`src/rtl/frame_read_arbiter.sv`:
```
// frame_read_arbiter: shares one single-port frame RAM between the video
// scanout (2x scaled, never stalled) and a secondary game-logic reader.
// Video owns every even-column visible cycle; the secondary requester takes
// the remaining cycles through a small IDLE/ISSUE/CAPTURE FSM.
//
// Optional build macro FRAME_ARB_BLANK_ONLY_EN: when defined, the secondary
// requester is only granted while the display is outside its visible region.
//
// Secondary handshake: sec_req is level-held with sec_addr stable until the
// request is accepted (IDLE->ISSUE). sec_ack is a one-cycle pulse and sec_data
// is valid in that same cycle; sec_data holds its value until the next ack.
// A requester keeping sec_req high in the cycle after sec_ack starts a new
// transaction.
module frame_read_arbiter #(
    parameter int FB_W = 320,
    parameter int FB_H = 240
) (
    input  logic        Clk,
    input  logic        Reset,
    input  logic        vid_active,
    input  logic [9:0]  drawX,
    input  logic [9:0]  drawY,
    output logic [1:0]  vid_pixel,
    input  logic        sec_req,
    input  logic [17:0] sec_addr,
    output logic        sec_ack,
    output logic [1:0]  sec_data,
    output logic [17:0] ram_addr,
    input  logic [1:0]  ram_data,
    output logic [1:0]  sec_state
);

    typedef enum logic [1:0] {
        IDLE    = 2'd0,
        ISSUE   = 2'd1,
        CAPTURE = 2'd2
    } sec_state_t;

    // Frame size kept one bit wider so FB_W*FB_H == 2^18 still compares correctly.
    localparam logic [18:0] FB_SIZE = 19'(FB_W * FB_H);

    sec_state_t  state;
    sec_state_t  state_next;
    logic        accept;
    logic        video_slot;
    logic        sec_slot_free;
    logic        sec_grant;
    logic [17:0] vid_addr;
    logic [17:0] sec_addr_q;
    logic        oob_q;
    logic [17:0] ram_addr_q;
    logic [1:0]  sec_data_q;
    logic        vid_v1;
    logic        act_d1;
    logic        unused_bits;

    // The row LSB is dropped by the 2x vertical scaling.
    assign unused_bits = drawY[0];

    // 2x scaled address; all operands widened to 18 bits before the multiply.
    assign vid_addr   = 18'(drawY[9:1]) * 18'(FB_W) + 18'(drawX[9:1]);
    assign video_slot = vid_active & ~drawX[0];

`ifdef FRAME_ARB_BLANK_ONLY_EN
    assign sec_slot_free = ~vid_active;
`else
    assign sec_slot_free = ~video_slot;
`endif

    // Out-of-range requests never touch the RAM; reset suppresses any grant.
    assign sec_grant = (state == ISSUE) & ~oob_q & sec_slot_free & ~Reset;
    assign sec_state = state;

    // RAM address mux: video first, then secondary, else hold the last address.
    always_comb begin
        ram_addr = ram_addr_q;
        if (video_slot) begin
            ram_addr = vid_addr;
        end else if (sec_grant) begin
            ram_addr = sec_addr_q;
        end
    end

    // Secondary FSM next-state and handshake outputs.
    always_comb begin
        state_next = state;
        accept     = 1'b0;
        sec_ack    = 1'b0;
        sec_data   = sec_data_q;
        case (state)
            IDLE: begin
                // sec_ack is only ever high in CAPTURE, so it is low here.
                if (sec_req) begin
                    state_next = ISSUE;
                    accept     = 1'b1;
                end
            end
            ISSUE: begin
                if (oob_q || sec_grant) begin
                    state_next = CAPTURE;
                end
            end
            CAPTURE: begin
                state_next = IDLE;
                sec_ack    = 1'b1;
                sec_data   = oob_q ? 2'd0 : ram_data;
            end
            default: begin
                state_next = IDLE;
            end
        endcase
    end

    // Secondary FSM state, latched request, held RAM address and held sec_data.
    always_ff @(posedge Clk) begin
        if (Reset) begin
            state      <= IDLE;
            sec_addr_q <= 18'd0;
            oob_q      <= 1'b0;
            ram_addr_q <= 18'd0;
            sec_data_q <= 2'd0;
        end else begin
            state      <= state_next;
            ram_addr_q <= ram_addr;
            if (accept) begin
                sec_addr_q <= sec_addr;
                oob_q      <= ({1'b0, sec_addr} >= FB_SIZE);
            end
            if (state == CAPTURE) begin
                sec_data_q <= sec_data;
            end
        end
    end

    // Video pipeline: issue cycle, RAM cycle, then register the pixel.
    always_ff @(posedge Clk) begin
        if (Reset) begin
            vid_v1    <= 1'b0;
            act_d1    <= 1'b0;
            vid_pixel <= 2'd0;
        end else begin
            vid_v1 <= video_slot;
            act_d1 <= vid_active;
            if (!act_d1) begin
                vid_pixel <= 2'd0;
            end else if (vid_v1) begin
                vid_pixel <= ram_data;
            end
        end
    end

endmodule
```
`config.mk`:
```
export PLATFORM = sky130hd
export DESIGN_NAME = frame_read_arbiter
export DESIGN_NICKNAME = d
export VERILOG_FILES = /design/src/rtl/frame_read_arbiter.sv
export SDC_FILE = /design/constraint.sdc
export NUM_CORES = 1
export LEC_CHECK = 0
export ABC_CLOCK_PERIOD_IN_PS = 3700
export CAP_MARGIN = 20
export CORE_MARGIN = 5
export CORE_UTILIZATION = 35
export DETAILED_ROUTE_END_ITERATION = 12
export MAX_ROUTING_LAYER = met4
export PLACE_DENSITY = 0.74
export SLEW_MARGIN = 20
export SYNTH_ARGS = -nofsm -noshare
export SYNTH_HDL_FRONTEND = slang
export SYNTH_SLANG_ARGS = --single-unit
```
`constraint.sdc`:
```
create_clock -name Clk -period 3.7 [get_ports Clk]
set_input_delay 0.37 -clock Clk [delete_from_list [all_inputs] [get_ports Clk]]
set_output_delay 0.37 -clock Clk [all_outputs]
set_load 0.05 [all_outputs]
```
==> results_dict.tcl <==
set metrics [dict create \
    antenna_found_initial 0 \
    ioPinCount 69 \
    syn_inst 295 \
    synth.yosys.seq_area_share 0.368 \
    clk_latency_ps 290 \
    vias 2257 \
    maxSlewViolCount 0 \
    grt_usage 0.149 \
    clkTransAtPathRegs_ps 80 \
    place_congestion 0.776 \
    start_util 0.360 \
    worstHoldPathCells 2 \
    synth_edf_count 0 \
    drv.max_cap_violation_count 0 \
    ys.flop_type "dfxtp_1" \
    setup_viol 0 \
    cts_tree "done" \
    clock_sinks 45 \
    hold_violations 0 \
    yosys_warnings 0 \
    crit_arrival_ps 3240 \
    place_inst 457 \
    endpoint_kind "output pin" \
    cpPeakStageDelay_ps 530 \
    hp-class "flop to flop" \
    p_total_w 0.00130 \
    status "completed" \
    wl_per_cell_um 13.7 \
    fin_skew_ps 8.10 \
    power_density_nw_per_um2 381 \
    reg2reg_from "sec_state[0]" \
    grt_max_degree 44 \
    syn_area_per_cell_um2 8.29 \
    worstHoldStart "sec_addr_q[0]" \
    grt_pass1_wl_um 10200 \
    fmax_ghz 0.277 \
    dieArea_um2 8760 \
    ant_nets 0 \
    drt-initial-drc-count 158 \
    cp-start-kind "primary input" \
    dieHeight_um 93.6 \
    drc 0 \
    drive_gt1_frac 0.171 \
    die_x_um 93.6 \
    core_um2 6790 \
    min_to "sec_addr_q[0]" \
    rr_endpoint "ram_addr_q[8]" \
    final_common_cell "nand2_1" \
    viasPerCell 4.85 \
    dr.pass1.iters 4 \
    path_cells "clkdlybuf4s50_1 > ha_1 > ha_1 > fa_2 > a21o_2 > a31oi_1 > o21bai_1 > xnor2_1 > or4_4 > nand3_2 > buf_12" \
    gr-total-overflow 0 \
    worstMarginPinSlew_ps 632 \
    hold_buffers 0 \
    slew_headroom 0.576 \
    ys_types 48 \
    final_cells 465 \
    worstRegToRegCells 6 \
    rows 30 \
    p_leak_nw 1.43 \
    insertedDiodeCount 0 \
    peakVddDrop_v 0.000126 \
    synth_top_area_frac 0.368 \
    synth_area_leaders "dfxtp_1, nand2_1, ha_1" \
    synth-seq-cells 45 \
    mostFrequentLayoutCells "nand2_1, clkdlybuf4s50_1, dfxtp_1" \
    layout.nets 431 \
    portBuffers 67 \
    numCtsBuffers 5 \
    cts-root-buf "clkbuf_8" \
    synth.cell_area_um2 2440 \
    worstPathRequired_ps 3330 \
    synthArstFlopShare 0 \
    crit_family "adder cells" \
    finalCriticalPeriod_ps 3610 \
    path_max_fanout 2 \
    syn_nets 358 \
    hpwl_um 4720 \
    cts-root-to-sink-buffers 2 \
    critPathBufInv 2 \
    period_share 0.976 \
    cpMostUsedCell "ha_1" \
    reg2reg_slack_ps 1470 \
    slowest_stage "or4_4" \
    design_area_um2 3420 \
    setup.worst_path.class "primary input to output pin" \
    htree_levels 2 \
    grt_pass1_vias 2197 \
    synth.largest_area_cell "dfxtp_1" \
    placedInstanceArea_um2 3260 \
    syn_to_final_growth_pct 39.8 \
    routed_wl_um 6370 \
]
[cells in the mapped netlist (2+ instances only)]
master    instances
a31oi_1           3
nand2b_1          7
ha_1             17
nor2_1           18
nand2_1          59
a21o_1            4
xnor2_1           6
a21oi_1          31
nor2b_1          13
nand3_1           2
fa_1              2
nor3b_1           2
o21ai_1           3
nor3_1            5
o21ai_0           9
inv_1             6
xor2_1            5
o21ba_2           2
mux2i_1           3
a221o_1           2
clkbuf_1         11
o22ai_1           2
a22oi_1          12
buf_2             3
dfxtp_1          45
[flip-flops by register name (all words and copies together) (netlist names)]
signal,count
sec_addr_q,18
sec_state,2
vid_v1,1
ram_addr_q,18
oob_q,1
act_d1,1
sec_data_q,2
vid_pixel,2
[worst max path at each step]
stage,cells after the start,end,start
floorplan,8,ram_addr[12],drawY[2]
global placement,11,ram_addr[16],drawY[2]
detailed placement,11,ram_addr[16],drawY[2]
CTS,11,ram_addr[16],drawY[2]
global route,11,ram_addr[16],drawY[4]
finish,11,ram_addr[16],drawY[4]
[report_power, final]
part | internal [W] | total [W] | switching [W]
combinational | 0.000208 | 0.000485 | 0.000277
sequential | 0.000514 | 0.000528 | 0.0000139
clock | 0.000131 | 0.000289 | 0.000158
total | 0.000853 | 0.00130 | 0.000449
[tightest hold or removal path: stages (launching register included)]
cell	delay [ps]
dfxtp_1	310
nand2_1	50
a21oi_1	50
[per-stage QoR]
step,utilization,TNS (ps),setup WS [ps],hold slack (ps)
floorplan,-,0,334,436
CTS,0.494,0,42.8,457
global route,0.503,-17.3,-10.8,476
global placement,0.480,-30.6,-30.6,443
finish,0.503,0,88.1,457
detailed placement,0.480,-70.3,-70.3,446
[cell families after synthesis]
family,count (synthesis),share of synthesized area
xor+xnor,11,0.0394
simple gates,119,0.237
buf+inv,20,0.0322
fa+ha+maj,19,0.103
mux,3,0.0123
flops,45,0.368
compound gates,78,0.207
[what timing repair did]
action | 4_1_cts | 5_1_grt
gates resized for setup | 2 | 12
setup buffers | 0 | 0
pin swaps | 0 | 1
setup endpoints to repair | 1 | 5
[area by class of cell]
class | count | area [µm²]
sequential | 45 | 901
inverter | 6 | 22.5
multi-input combinational | 230 | 1540
fill | 650 | 3380
clock buffer | 6 | 72.6
timing repair buffer | 80 | 751
tap | 96 | 120
clock inverter | 2 | 10.0
[per-layer routing]
layer	vias to the layer above	part of all wire	track usage
li1	1177	-	-
met1	1030	0.46	0.187
met2	45	0.48	0.245
met3	5	0.043	0.0257
met4	0	0.011	0.0433
met5	-	0	-
(Power assumes the default switching activity.)
